[config.mk]
export PLATFORM = sky130hd
export DESIGN_NAME = reg_pipe_vr
export DESIGN_NICKNAME = d
export VERILOG_FILES = /design/src/rtl/reg_pipe_vr.sv
export SDC_FILE = /design/constraint.sdc
export NUM_CORES = 1
export LEC_CHECK = 0
export CAP_MARGIN = 20
export CORE_UTILIZATION = 53
export DETAILED_ROUTE_END_ITERATION = 8
export GPL_TIMING_DRIVEN = 0
export HOLD_SLACK_MARGIN = 0.03
export PLACE_DENSITY = 0.78
export SYNTH_ARGS = -nofsm -noshare
export SYNTH_HDL_FRONTEND = slang
export SYNTH_SLANG_ARGS = --single-unit
[constraint.sdc]
create_clock -name clk -period 2.35 [get_ports clk]
set_input_delay 0.47 -clock clk [delete_from_list [all_inputs] [get_ports clk]]
set_output_delay 0.47 -clock clk [all_outputs]
set_load 0.01 [all_outputs]
[src/rtl/reg_pipe_vr.sv]
// rtl/reg_pipe_vr.sv - parametrised valid/ready register pipeline with flush and occupancy count
module reg_pipe_vr #(
  parameter int              WIDTH     = 8,
  parameter int              DEPTH     = 4,
  parameter logic [WIDTH-1:0] RESET_VAL = '0
) (
  input  logic                         clk,
  input  logic                         reset,
  input  logic                         flush,
  input  logic                         in_valid,
  output logic                         in_ready,
  input  logic [WIDTH-1:0]             in_data,
  output logic                         out_valid,
  input  logic                         out_ready,
  output logic [WIDTH-1:0]             out_data,
  output logic [$clog2(DEPTH+1)-1:0]   count
);

  localparam int CW = $clog2(DEPTH + 1);

  logic [WIDTH-1:0] data_q [DEPTH];
  logic [DEPTH-1:0] v;
  logic [DEPTH-1:0] v_adv;
  logic [DEPTH-1:0] rdy;
  logic             in_xfer;
  logic             out_xfer;

  // Readiness ripples back from the output: a stage can load if it is empty or its successor moves.
  always_comb begin : rdy_chain
    logic chain;
    chain = out_ready;
    rdy   = '0;
    for (int k = DEPTH - 1; k >= 0; k--) begin
      chain  = !v[k] | chain;
      rdy[k] = chain;
    end
  end

  // Next valid bits: ready stages take their predecessor's valid, stalled stages hold.
  always_comb begin
    v_adv = v;
    if (rdy[0]) begin
      v_adv[0] = in_valid & !flush;
    end
    for (int k = 1; k < DEPTH; k++) begin
      if (rdy[k]) begin
        v_adv[k] = v[k-1];
      end
    end
  end

  assign in_ready  = rdy[0] & !flush;
  assign out_valid = v[DEPTH-1];
  assign out_data  = data_q[DEPTH-1];
  assign in_xfer   = in_valid & in_ready;
  assign out_xfer  = v[DEPTH-1] & out_ready;

  // Data registers shift on readiness and freeze during flush; invalid stages carry stale data.
  always_ff @(posedge clk) begin
    if (reset) begin
      for (int k = 0; k < DEPTH; k++) begin
        data_q[k] <= RESET_VAL;
      end
    end else if (!flush) begin
      if (rdy[0]) begin
        data_q[0] <= in_data;
      end
      for (int k = 1; k < DEPTH; k++) begin
        if (rdy[k]) begin
          data_q[k] <= data_q[k-1];
        end
      end
    end
  end

  // Valid bits: flush empties every stage, otherwise advance or hold.
  always_ff @(posedge clk) begin
    if (reset) begin
      v <= '0;
    end else if (flush) begin
      v <= '0;
    end else begin
      v <= v_adv;
    end
  end

  // Occupancy tracks accepted minus delivered words; flush and reset clear it.
  always_ff @(posedge clk) begin
    if (reset) begin
      count <= '0;
    end else if (flush) begin
      count <= '0;
    end else begin
      count <= count + CW'(in_xfer) - CW'(out_xfer);
    end
  end

  // Occupancy must always agree with the valid bits and stay within the pipeline depth.
  always_ff @(posedge clk) begin
    if (!reset) begin
      assert (int'(count) == $countones(v) && int'(count) <= DEPTH);
    end
  end

endmodule

==> out/results.tsv <==
stage	metric	value	unit
status	status	finished clean	
clock_network	CTS Sinks	39	
clock_network	CTS clk-pin slew, worst paths	0.10	ns
timing	Max Clock Skew	0.00282	ns
timing	Final setup viols	0	
timing	Final Max Slew Viols	0	
timing	Worst slew margin	29.8	%
placed_design	Place WS	-0.358	ns
floorplan	Core Area	3100	µm²
critical_path	CP peak stage delay	0.52	ns
clock_network	Clock Path Buffers	2	
synth	average cell area after synthesis	13.9	µm²
detailed_routing	drt first pass iters	4	
pwr	VDD IR-drop max	0.000393	V
placed_design	Post-DP HPWL	1.95	mm
critical_path	R2R cell count	9	
cells_and_area	synth-to-layout area growth	20.1	%
pwr	Leak	0.801	nW
critical_path	WP data required	2.59	ns
global_route	initial antenna violation count	0	
job	MaxCap Viol Count	0	
floorplan	die height	59.7	µm
clock_network	CTS H-tree depth	2	
placed_design	Post-DP Area	2070	µm²
floorplan	Initial Util	56.8	%
timing	RSZ-0062 raised after global routing	no	
detailed_routing	WL per Instance	12.7	µm
detailed_routing	Vias/cell	4.97	
critical_path	critical path type	input pin to flop	
global_route	GRT Residual Overflow	0	
detailed_routing	DR iter-0 viols	26	
critical_path	r2r setup slk	0.30	ns
cells_and_area	final core occ	68.2	%
synth	synth unique cells	26	
global_route	vias in the first global route	1027	
synth	Netlist Area Pre-Place	1760	µm²
clock_network	CTS Buf Count	5	
detailed_routing	DRT Wirelength	2.58	mm
min_path	hold path depth	2	
timing	post-layout minimum cycle time	2.12	ns
floorplan	io pins	26	
floorplan	Die ar.	3560	µm²
synth	Synth Net Count	143	
timing	Fmax achieved	0.471	GHz
detailed_routing	vias	1014	
detailed_routing	Post-route DRC	0	
synth	Syn Inst Count	127	
cells_and_area	Antenna Cells	0	
timing	setup ws final	0.227	ns
synth	register bit count reported by yosys	39	
timing	Final period util	90.4	%
global_route	GR Util All Layers	18.1	%
pwr	P per Cell Area	583	nW/µm²
critical_path	CP Cell Sequence	clkdlybuf4s50_1 -> nor2b_1 -> o21ai_0 -> ha_1 -> inv_1 -> ha_1 -> inv_1 -> fa_1 -> xnor3_1 -> nor2_1	
pwr	Power Total	1.23	mW
min_path	HP Class	flop to flop	
critical_path	crit-path max FO	8	
placed_design	Final Wtd Congestion	0.713	
synth	share of the yosys chip area belonging to registers	62.5	%
synth	Synth Warn #	0	
detailed_routing	Routed Antenna Nets	0	
timing	final-report hold violation count	0	
global_route	first-pass GRT wire length	4.54	mm
clock_network	clk_lat worst skew	0.34	ns
placed_design	port bufs	25	
floorplan	row count	20	
global_route	largest net degree at the start of global routing	12	
floorplan	die width	59.7	µm
clock_network	CTS tree	built	
cells_and_area	fin nets	175	
clock_network	clock tree root buffer cell	clkbuf_4	
critical_path	Crit. End Element	flop	
critical_path	Worst Path Arrival	2.36	ns
critical_path	Critical Path Slowest Stage Cell	clkdlybuf4s50_1	
critical_path	Startpoint Class	input pin	
timing	Worst Tran Pin Value	1.04	ns
cells_and_area	post-route design area	2120	µm²
cells_and_area	layout cell share with drive strength beyond 1	20.0	%
what timing repair did:
item / in CTS / in global routing
gates resized for setup: 4 / 0
hold endpoints to repair: 0 / 0
endpoints found under the setup margin: 1 / 0
setup buffers: 0 / 0
hold buffers: 0 / 0
layout make-up:
class                   instances  area (µm²)
fillers                       243         987
plain buffers                  17         129
inverters                      13        48.8
clock buffers                   8        48.8
well taps                      44        55.1
repair buffers                 25         250
flip-flops and latches         39        1100
multi-input cells              58         483
sequential cells by signal, indices dropped and copies added, names as in the netlist:
signal  flops
data_q     32
count       3
v           4
critical path: cells and delay by family:
kind / cells / cell delay [ns]
AO/OA/AOI/OAI: 1 / 0.11
AND/OR/NAND/NOR: 2 / 0.18
buffers and inverters: 3 / 0.63
adder cells (fa/ha/maj): 3 / 0.79
XOR/XNOR: 1 / 0.20
cells by family (layout without fill, tap and decap cells):
| logic type | count (synthesis) | in the layout | synth area share, % |
|---|---|---|---|
| xor gates and xnor gates | 1 | 1 | 1.28 |
| buffers and inverters | 30 | 63 | 10.1 |
| AOI/OAI and AO/OA | 18 | 18 | 7.03 |
| and+or+nand+nor | 36 | 36 | 16.5 |
| adders and majority gates | 3 | 3 | 2.56 |
| DFF | 39 | 39 | 62.5 |
per-layer routing:
metal	track usage, %	share of wire (%)
met5	0	0
met4	6.98	1.6
met3	6.49	4.7
met2	31.6	54
met1	19.9	40
synthesized netlist by cell type:
library cell,n,area share (%)
and2_1,1,0.36
ha_1,2,1.4
dfxtp_1,7,8.0
a21oi_1,2,0.57
nand4b_1,1,0.50
buf_6,4,2.6
buf_4,8,3.4
o21ba_2,2,1.1
o31ai_1,1,0.43
buf_2,4,1.1
a31oi_1,1,0.36
and4b_1,1,0.57
and3b_1,1,0.50
a211oi_1,8,3.4
nor2_1,3,0.64
fa_1,1,1.1
or2_4,1,0.50
o21ai_0,4,1.1
edfxtp_1,32,55
nor3b_2,6,4.3
clkbuf_1,1,0.21
nor3b_1,18,7.7
inv_1,13,2.8
nor2b_1,3,1.1
xnor3_1,1,1.3
or3b_2,1,0.50
layout by cell type (no fill, tap or decap), types with 2 or more instances in the layout:
| master | instances |
|---|---|
| clkdlybuf4s50_1 | 23 |
| o21ba_2 | 2 |
| dfxtp_1 | 7 |
| nor3b_1 | 18 |
| buf_6 | 4 |
| buf_2 | 4 |
| a21oi_1 | 2 |
| nor2b_1 | 3 |
| nor3b_2 | 6 |
| clkbuf_1 | 4 |
| inv_1 | 13 |
| clkbuf_4 | 5 |
| edfxtp_1 | 32 |
| o21ai_0 | 4 |
| nor2_1 | 3 |
| ha_1 | 2 |
| a211oi_1 | 8 |
| buf_4 | 8 |
power by group:
part           leakage (nW)  internal [mW]  switching (mW)  total, mW
clock                0.0265          0.119           0.196      0.316
sequential            0.409          0.789         0.00980      0.799
combinational         0.365         0.0700          0.0503      0.120
stage by stage:
stage                     setup TNS (ns)  hold WS (ns)  cells
after detailed placement           -8.08         0.504    196
after floorplan                        0         0.459    127
after global placement             -5.73         0.474    196
after global routing                   0         0.559    204
final                                  0         0.517    204
after CTS                              0         0.522    204
worst paths after layout:
path,startpoint,to
worst min-delay path,v[0],v[1]
worst max register to register,v[3],count[2]
worst max-delay path,flush,count[2]
worst min register to register,v[0],v[1]
Power figures use the tool's default switching activity.
